File: src/rtl/tage_folded_history_pkg.sv
// Configuration, derived widths and checkpoint type shared by the TAGE folded history block.
// Pure declarations, so there is no latency or backpressure to describe.
package tage_folded_history_pkg;

  localparam int NTagTables      = 3;
  localparam int HistBufferBits  = 64;
  localparam int PathHistBits    = 16;
  localparam int MaxInflightCkpt = 16;

  // Element 0 is table 0 (shortest history).
  localparam logic [NTagTables-1:0][31:0] HistLengths       = {32'd32, 32'd12, 32'd8};
  localparam logic [NTagTables-1:0][31:0] TagTableTagWidths = {32'd9, 32'd8, 32'd8};
  localparam logic [NTagTables-1:0][31:0] TagTableSizes     = {32'd512, 32'd256, 32'd256};

  localparam int PtrW = $clog2(HistBufferBits);

  function automatic int hist_len(input int i);
    return int'(HistLengths[i]);
  endfunction

  function automatic int idx_w(input int i);
    return $clog2(TagTableSizes[i]);
  endfunction

  function automatic int tag_w(input int i);
    return int'(TagTableTagWidths[i]);
  endfunction

  function automatic int max_hist_len();
    int m;
    m = 0;
    for (int i = 0; i < NTagTables; i++) if (hist_len(i) > m) m = hist_len(i);
    return m;
  endfunction

  function automatic int fold_idx_max_w();
    int m;
    m = 1;
    for (int i = 0; i < NTagTables; i++) if (idx_w(i) > m) m = idx_w(i);
    return m;
  endfunction

  function automatic int fold_tag_max_w();
    int m;
    m = 1;
    for (int i = 0; i < NTagTables; i++) if (tag_w(i) > m) m = tag_w(i);
    return m;
  endfunction

  localparam int FoldIdxMaxW = fold_idx_max_w();
  localparam int FoldTagMaxW = fold_tag_max_w();

  // Folds narrower than the max width sit in the low bits, upper bits zero.
  typedef struct packed {
    logic [PtrW-1:0]                        ptr;
    logic [NTagTables-1:0][FoldIdxMaxW-1:0] idx_fold;
    logic [NTagTables-1:0][FoldTagMaxW-1:0] tag0_fold;
    logic [NTagTables-1:0][FoldTagMaxW-1:0] tag1_fold;
    logic [PathHistBits-1:0]                path;
  } ghist_ckpt_t;

  // Buffer position of the age-k history bit for a given head pointer.
  function automatic logic [PtrW-1:0] age_idx(input logic [PtrW-1:0] p, input int k);
    return PtrW'((32'(p) + 32'(k)) % 32'(HistBufferBits));
  endfunction

endpackage

File: src/rtl/tage_fold_reg.sv
// One folded-history register: rotate left, insert newest bit at 0, cancel outgoing bit at L mod W.
// Registered, one-cycle update; restore and push in the same cycle fold onto the restored value; no backpressure.
module tage_fold_reg #(
  parameter int W = 8,
  parameter int L = 12
) (
  input  logic         clk_i,
  input  logic         rst_ni,
  input  logic         push_i,
  input  logic         b_i,
  input  logic         o_i,
  input  logic         restore_i,
  input  logic [W-1:0] restore_val_i,
  output logic [W-1:0] fold_o
);

  localparam int OutPos = L % W;

  logic [W-1:0] base, rot, nxt;

  always_comb begin
    base = restore_i ? restore_val_i : fold_o;
    rot  = '0;
    for (int k = 0; k < W; k++) rot[(k + 1) % W] = base[k];
    nxt         = rot;
    nxt[0]      = nxt[0] ^ b_i;
    nxt[OutPos] = nxt[OutPos] ^ o_i;
  end

  always_ff @(posedge clk_i or negedge rst_ni) begin
    if (!rst_ni)        fold_o <= '0;
    else if (push_i)    fold_o <= nxt;
    else if (restore_i) fold_o <= restore_val_i;
  end

endmodule

File: src/rtl/tage_folded_history.sv
// TAGE global history: circular direction buffer, path history and index/tag folds per table.
// Push or restore in cycle n is visible on all outputs in cycle n+1; always accepts, no backpressure.
module tage_folded_history
  import tage_folded_history_pkg::*;
(
  input  logic                                  clk_i,
  input  logic                                  rst_ni,
  input  logic                                  push_valid_i,
  input  logic                                  push_taken_i,
  input  logic                                  push_pc_bit_i,
  input  logic                                  restore_valid_i,
  input  ghist_ckpt_t                           restore_ckpt_i,
  output ghist_ckpt_t                           ckpt_o,
  output logic [NTagTables-1:0][FoldIdxMaxW-1:0] idx_fold_o,
  output logic [NTagTables-1:0][FoldTagMaxW-1:0] tag0_fold_o,
  output logic [NTagTables-1:0][FoldTagMaxW-1:0] tag1_fold_o,
  output logic [PathHistBits-1:0]               path_hist_o
);

  logic [HistBufferBits-1:0] buf_q;
  logic [PtrW-1:0]           ptr_q, ptr_base, ptr_d;
  logic [PathHistBits-1:0]   path_q, path_base, path_d;
  logic                      unused_ckpt_bits;

  if (HistBufferBits <= max_hist_len() + MaxInflightCkpt) begin : g_err_buf
    $error("history buffer too short for longest history plus in-flight checkpoints");
  end

  // Push always operates on the restored state when both arrive together.
  always_comb begin
    ptr_base  = restore_valid_i ? restore_ckpt_i.ptr  : ptr_q;
    path_base = restore_valid_i ? restore_ckpt_i.path : path_q;
    ptr_d     = ptr_base;
    path_d    = path_base;
    if (push_valid_i) begin
      ptr_d  = (ptr_base == '0) ? PtrW'(HistBufferBits - 1) : ptr_base - PtrW'(1);
      path_d = {path_base[PathHistBits-2:0], push_pc_bit_i};
    end
  end

  always_ff @(posedge clk_i or negedge rst_ni) begin
    if (!rst_ni) begin
      ptr_q  <= '0;
      path_q <= '0;
      buf_q  <= '0;
    end else begin
      ptr_q  <= ptr_d;
      path_q <= path_d;
      if (push_valid_i) buf_q[ptr_d] <= push_taken_i;
    end
  end

  for (genvar i = 0; i < NTagTables; i++) begin : g_tbl
    localparam int L   = hist_len(i);
    localparam int IW  = idx_w(i);
    localparam int TW  = tag_w(i);
    localparam int T1W = TW - 1;

    if (TW < 2 || IW < 1) begin : g_err_w
      $error("fold widths too small for a tagged table");
    end

    logic           o_bit;
    logic [IW-1:0]  idx_q;
    logic [TW-1:0]  tag0_q;
    logic [T1W-1:0] tag1_q;

    // Bit leaving this table's window: old age L-1, read before the buffer write lands.
    assign o_bit = buf_q[age_idx(ptr_base, L - 1)];

    tage_fold_reg #(.W(IW), .L(L)) u_idx (
      .clk_i(clk_i), .rst_ni(rst_ni), .push_i(push_valid_i), .b_i(push_taken_i), .o_i(o_bit),
      .restore_i(restore_valid_i), .restore_val_i(restore_ckpt_i.idx_fold[i][IW-1:0]), .fold_o(idx_q)
    );
    tage_fold_reg #(.W(TW), .L(L)) u_tag0 (
      .clk_i(clk_i), .rst_ni(rst_ni), .push_i(push_valid_i), .b_i(push_taken_i), .o_i(o_bit),
      .restore_i(restore_valid_i), .restore_val_i(restore_ckpt_i.tag0_fold[i][TW-1:0]), .fold_o(tag0_q)
    );
    tage_fold_reg #(.W(T1W), .L(L)) u_tag1 (
      .clk_i(clk_i), .rst_ni(rst_ni), .push_i(push_valid_i), .b_i(push_taken_i), .o_i(o_bit),
      .restore_i(restore_valid_i), .restore_val_i(restore_ckpt_i.tag1_fold[i][T1W-1:0]), .fold_o(tag1_q)
    );

    assign idx_fold_o[i]  = FoldIdxMaxW'(idx_q);
    assign tag0_fold_o[i] = FoldTagMaxW'(tag0_q);
    assign tag1_fold_o[i] = FoldTagMaxW'(tag1_q);
  end

  assign path_hist_o = path_q;
  assign ckpt_o      = {ptr_q, idx_fold_o, tag0_fold_o, tag1_fold_o, path_q};

  // Padding above each fold width in a checkpoint is don't-care.
  assign unused_ckpt_bits = ^restore_ckpt_i;

endmodule

File: config.mk
export PLATFORM = sky130hd
export DESIGN_NAME = tage_folded_history
export DESIGN_NICKNAME = d
export VERILOG_FILES = /design/src/rtl/tage_folded_history_pkg.sv /design/src/rtl/tage_fold_reg.sv /design/src/rtl/tage_folded_history.sv
export SDC_FILE = /design/constraint.sdc
export NUM_CORES = 1
export LEC_CHECK = 0
export CAP_MARGIN = 20
export CORE_ASPECT_RATIO = 1.1
export CORE_MARGIN = 3
export CORE_UTILIZATION = 47
export DETAILED_ROUTE_END_ITERATION = 7
export PLACE_DENSITY_LB_ADDON = 0.25
export SYNTH_ARGS = -nofsm -noshare
export SYNTH_HDL_FRONTEND = slang
export SYNTH_SLANG_ARGS = --single-unit
File: constraint.sdc
create_clock -name clk_i -period 4.3 [get_ports clk_i]
set_input_delay 0.43 -clock clk_i [delete_from_list [all_inputs] [get_ports clk_i]]
set_output_delay 0.43 -clock clk_i [all_outputs]
set_load 0.01 [all_outputs]
==> results.tsv, run 1 <==
metric	value	unit
cts_tree	yes	
track_usage	0.2420	
rsz0062_at_grt	no	
cts_max_path_buffers	2	
post_cts_resized	0	
globalplace.congestion	0.8481	
synthTopCellsByCount	dfrtp_1, buf_4, mux4_2	
synth_area	9445	um2
postRouteAntennaNets	0	
ys_types	48	
grt_pass1_vias	6902	
numCtsBuffers	17	
start_util	0.4861	
drt_iter0_markers	554	
die-area	21840	um2
tns	0	ns
finClkSkew	0.008957	ns
cts_setup_buffers	0	
nets	1045	
path_max_fanout	13	
synthTopCellsByArea	dfrtp_1, mux4_2, buf_4	
vias	6741	
ys_seq_area_frac	0.4186	
fin_crit_sh	0.7879	
wirelength	26180	um
portBuffers	281	
yosys_warnings	0	
max_stage_delay	0.71	ns
diodes	0	
maxCapViolCount	0	
dp_slack	0.4604	ns
synth_enable_flop_cells	0	
crit_type	in -> reg	
fmax	0.2951	GHz
row_count	53	
cts_sinks	158	
r2r_slack	1.00	ns
ys.flop_type	dfrtp_1	
fin_ws	0.9119	ns
worstMarginPinSlew	0.9919	ns
min_period	3.388	ns
leakage	0.005051	uW
r2r_start	ptr_q[0]$_DFF_PN0_	
via_per_inst	5.646	
reg2regPathDepth	10	
cpMostUsedCell	mux2i_1	
power_density	459.9	nW/um2
synthCells	745	
worstSetupEndpointType	flop	
synthArstFlopShare	1.000	
cp_cell_sequence	clkdlybuf4s50_1, mux2_4, inv_4, ha_1, xnor2_2, buf_4, mux4_2, mux2i_1, mux2i_1, xor2_1, a21oi_1	
globalRouteOverflowTotal	0	
dieWidth	141.2	um
hold_buffers	0	
pin_count	309	
drc_errors	0	
antenna_found_initial	0	
setup_viol	0	
syn_to_final_growth	31.09	%
clock-root-buffer	clkbuf_16	
required	4.64	ns
finalHoldViolations	0	
layout-drive-gt1-share	0.2302	
grt_max_degree	111	
synth-seq-cells	158	
h-tree-depth	4	
clock_latency	0.43	ns
max-vdd-ir-drop	0.0002987	V
grt_pass1_wl	40900	um
synth.avg_cell_area	12.68	um2
wl_per_cell	21.93	um
dp_hpwl	19450	um
critPathSlowestCell	xnor2_2	
yosysMostFrequentCell	dfrtp_1	
report.final.slew_viol_count	0	
outcome	completed	
synth_top_area_cell	dfrtp_1	
r2r-end	g_tbl[1].u_tag1.fold_o[5]$_DFF_PN0_	
synth_top_area_frac	0.4186	
drt-pass1-iter-count	5	
holdCritPathClass	in -> async	
clk_pin_slew	0.06	ns
die_h	154.7	um
core_area	19430	um2
worstPathArrival	3.73	ns
maxSlewHeadroom	0.3388	
start_kind	input port	
-- registers in the layout, summed over array words and instances (netlist names) --
name / flops
path_hist_o: 16
g_tbl.u_tag0.fold_o: 25
ptr_q: 6
g_tbl.u_idx.fold_o: 25
buf_q: 64
g_tbl.u_tag1.fold_o: 22
-- cells in the final DEF, fill, tap and decap left out, types with 4 or more instances in the layout --
master and instances:
nand2_1 60, conb_1 18, nor3_1 12, mux2_2 59
xnor2_1 16, nor3_2 4, clkdlybuf4s50_1 277, dfrtp_1 158
inv_1 7, nor2_1 38, a21oi_1 21, clkinvlp_4 6
mux4_2 91, buf_4 19, xor2_1 11, a211oi_1 8
o21ai_1 4, clkbuf_16 17, nor2b_1 10, nand3_1 13
o21ai_0 16, inv_6 4, mux2i_1 33
-- worst max-delay path: cells and delay by family --
family	cells	cell delay, ns
AOI/OAI and AO/OA	1	0.18
xor gates and xnor gates	2	0.91
adders and majority gates	1	0.29
buffers and inverters	3	0.88
muxes	4	1.05
-- routing by layer --
metal  up-vias  global-route usage  part of all wire
met2       285              0.4045              0.51
met5         -                   0                 0
met1      3439              0.3065              0.38
met4         0             0.07753             0.021
met3        39             0.06710             0.090
li1       2978                   -                 -
-- kinds of logic (layout without fill, tap and decap cells) --
family	Yosys count	in the layout	share of synthesized area
xor gates and xnor gates	28	28	0.02596
AOI/OAI and AO/OA	62	62	0.04160
buffers and inverters	157	342	0.1082
muxes	189	189	0.3322
adders and majority gates	2	2	0.002649
other	1	18	0.0003970
and+or+nand+nor	148	148	0.07034
DFF	158	158	0.4186
-- cell type report --
type / count / area [um2]
Fill cell: 1519 / 7048
Clock buffer: 19 / 452.9
Sequential cell: 158 / 3954
Clock inverter: 13 / 106.4
Inverter: 9 / 36.28
Multi-Input combinational cell: 447 / 4541
Timing Repair Buffer: 301 / 2983
Tap cell: 247 / 309.0
-- power by group --
group / switching [uW] / internal [uW]
clock: 655 / 779
combinational: 900 / 1260
sequential: 271 / 1830
-- metrics by stage --
step                cells  power (uW)  cell area (um2)    util  hold WS [ns]
CTS                  1194        5733            12380  0.6373       0.08773
detailed placement   1162        4294            11820  0.6085        0.4924
global route         1194        5981            12380  0.6373        0.1011
global placement     1162        4243            11820  0.6085        0.4824
finish               1194        5695            12380  0.6373       0.04374
floorplan             762        3412             9509       -        0.1344
-- worst max-delay path by stage --
stage / start / to / slack [ns] / cells after the start
finish: restore_ckpt_i[97] / g_tbl[1].u_tag1.fold_o[5]$_DFF_PN0_ / 0.91 / 11
global route: restore_ckpt_i[97] / g_tbl[1].u_tag1.fold_o[5]$_DFF_PN0_ / 0.64 / 11
CTS: restore_ckpt_i[97] / g_tbl[1].u_tag1.fold_o[5]$_DFF_PN0_ / 0.91 / 11
detailed placement: restore_ckpt_i[97] / g_tbl[1].u_tag1.fold_o[5]$_DFF_PN0_ / 0.46 / 11
global placement: restore_ckpt_i[97] / g_tbl[1].u_tag1.fold_o[5]$_DFF_PN0_ / 0.51 / 11
floorplan: restore_valid_i / g_tbl[1].u_tag1.fold_o[5]$_DFF_PN0_ / 0.69 / 14
Power figures use the tool's default switching activity.
==> run 2: changes to the inputs <==
==> constraint.sdc (replaced) <==
create_clock -name clk_i -period 3.15 [get_ports clk_i]
set_input_delay 0.315 -clock clk_i [delete_from_list [all_inputs] [get_ports clk_i]]
set_output_delay 0.315 -clock clk_i [all_outputs]
set_load 0.01 [all_outputs]
==> run 2 against run 1 <==
Total power is 46% higher. Sequential power increased by 38%. Clock skew about the same. Register-to-register slack worse by 0.88 ns. Routed wire length is 4.2% higher. Largest cell class unchanged. Largest power group unchanged.
==> results.tsv, run 2 (same netlist as run 1, synthesis figures left out) <==
metric	value	unit
syn_to_final_growth	35.54	%
row_count	53	
cts_max_path_buffers	2	
globalplace.congestion	0.8920	
grt_pass1_vias	7102	
finalHoldViolations	0	
fmax	0.3301	GHz
postRouteAntennaNets	0	
largest_register_ffs	64	
setup_viol	0	
holdCritPathClass	in -> reg	
dp_hpwl	20480	um
final_cell_mix	clkdlybuf4s50_1, dfrtp_1, mux4_2	
start_util	0.4861	
met2_usage	0.4372	
grt.busiest_layer	met2	
clkPwrFrac	0.279	
p_int	5751	uW
fin_crit_sh	0.9618	
power_density	647.5	nW/um2
clock-root-buffer	clkbuf_16	
leakage	0.005301	uW
pin_count	309	
antenna_found_initial	0	
cts_tree	yes	
rsz0062_at_grt	no	
vias	6923	
clock_latency	0.43	ns
numCtsBuffers	17	
r2r_start	ptr_q[0]$_DFF_PN0_	
cts_setup_buffers	0	
die-area	21840	um2
crit_type	reg -> reg	
grt_max_degree	111	
dieWidth	141.2	um
worstMarginPinSlew	0.9041	ns
wirelength	27280	um
r2r_slack	0.12	ns
die_h	154.7	um
utilization	0.6589	
p_switching	2538	uW
fin_cells	1230	
use_met3	0.06277	
outcome	completed	
report.final.slew_viol_count	0	
h-tree-depth	4	
drt_iter0_markers	386	
finClkSkew	0.008985	ns
max-vdd-ir-drop	0.0004675	V
layout-drive-gt1-share	0.2584	
placed_area	12130	um2
layout_commonest_cell	clkdlybuf4s50_1	
cts_sinks	158	
maxSlewHeadroom	0.3927	
nets	1081	
whs_endpoint	ptr_q[0]$_DFF_PN0_	
design_area	12800	um2
reg2regPathDepth	12	
worstPathArrival	3.32	ns
dp_slack	-0.1898	ns
via_per_inst	5.628	
drt-pass1-iter-count	6	
p_comb_frac	0.372	
use_met1	0.3057	
drc_errors	0	
p_sw_frac	0.3062	
worstSetupEndpointType	flop	
largestRegisters	buf_q x64, g_tbl.u_idx.fold_o x25, g_tbl.u_tag0.fold_o x25	
fin_ws	0.1203	ns
r2r-end	g_tbl[2].u_tag1.fold_o[0]$_DFF_PN0_	
top_register	buf_q	
power_frac_seq	0.349	
clk_pin_slew	0.06	ns
core_area	19430	um2
wl_per_cell	22.18	um
placed_cells	1197	
track_usage	0.2500	
n_fill_cell	1491	
min_period	3.030	ns
portBuffers	281	
start_kind	flop	
hp-start	push_valid_i	
diodes	0	
required	3.44	ns
hold_depth	3	
path_max_fanout	15	
maxCapViolCount	0	
grt_pass1_wl	42090	um
globalRouteOverflowTotal	0	
## run 2: changes by cell type in the layout (fill, tap and decap cells not counted), sizes merged
cell         delta
dlygate4sd3     +1
inv             +1
buf            +35
clkinv          -1
bufinv          +5
clkbuf          -1
clkinvlp        -4
## run 2: final cells by class
cell class / count / area (um2) / area share
Multi-Input combinational cell: 447 / 4552 / 0.3556
Sequential cell: 158 / 3954 / 0.3088
Clock inverter: 14 / 229.0 / 0.01789
Tap cell: 247 / 309.0 / 0.02414
Timing Repair Buffer: 337 / 3293 / 0.2572
Clock buffer: 18 / 429.2 / 0.03352
Inverter: 9 / 36.28 / 0.002834
## run 2: power groups by stage
stage	sequential, uW	combinational [uW]	clock [uW]
floorplan	2890	1790	0
global placement	2900	3030	0
detailed placement	2920	3090	0
CTS	2890	3100	2340
global route	2960	3280	2420
finish	2890	3090	2310
## run 2: how the worst max path moves through the flow
stage,from,to,slack [ns],depth (start not counted)
detailed placement,restore_ckpt_i[97],g_tbl[2].u_tag1.fold_o[0]$_DFF_PN0_,-0.19,13
global route,ptr_q[0]$_DFF_PN0_,g_tbl[2].u_tag1.fold_o[0]$_DFF_PN0_,0.03,12
floorplan,restore_valid_i,g_tbl[1].u_tag1.fold_o[5]$_DFF_PN0_,-0.01,14
CTS,ptr_q[0]$_DFF_PN0_,g_tbl[2].u_tag1.fold_o[0]$_DFF_PN0_,0.11,11
finish,ptr_q[0]$_DFF_PN0_,g_tbl[2].u_tag1.fold_o[0]$_DFF_PN0_,0.12,12
global placement,restore_ckpt_i[97],g_tbl[0].u_tag1.fold_o[1]$_DFF_PN0_,-0.12,11
## run 2: metrics by stage
| stage | hold slack [ns] | TNS, ns | total power, uW |
|---|---|---|---|
| 3_3_place_gp | 0.3866 | -0.7568 | 5934 |
| 4_1_cts | 0.3399 | 0 | 8329 |
| 2_1_floorplan | 0.01941 | -0.01022 | 4681 |
| 6_report | 0.3502 | 0 | 8289 |
| 5_1_grt | 0.3627 | 0 | 8660 |
| 3_5_place_dp | 0.3813 | -1.322 | 6009 |
## run 2: what timing repair did
item	in CTS	in global routing
hold buffers	1	0
resized for setup	0	0
endpoints found under the hold margin	70	0
## run 2: layer usage
layer / vias up / part of all wire
met5: - / 0
met4: 0 / 0.025
met3: 50 / 0.070
met2: 281 / 0.53
met1: 3539 / 0.37
li1: 3053 / -
## run 2: critical path: stages, from the launching register on
cell,delay (ns)
dfrtp_1,0.41
mux2_4,0.31
inv_4,0.10
ha_1,0.27
buf_12,0.17
buf_4,0.15
mux4_2,0.23
mux2i_1,0.12
nor2b_1,0.18
a311o_1,0.33
a22oi_2,0.29
xnor2_1,0.21
a21oi_1,0.11
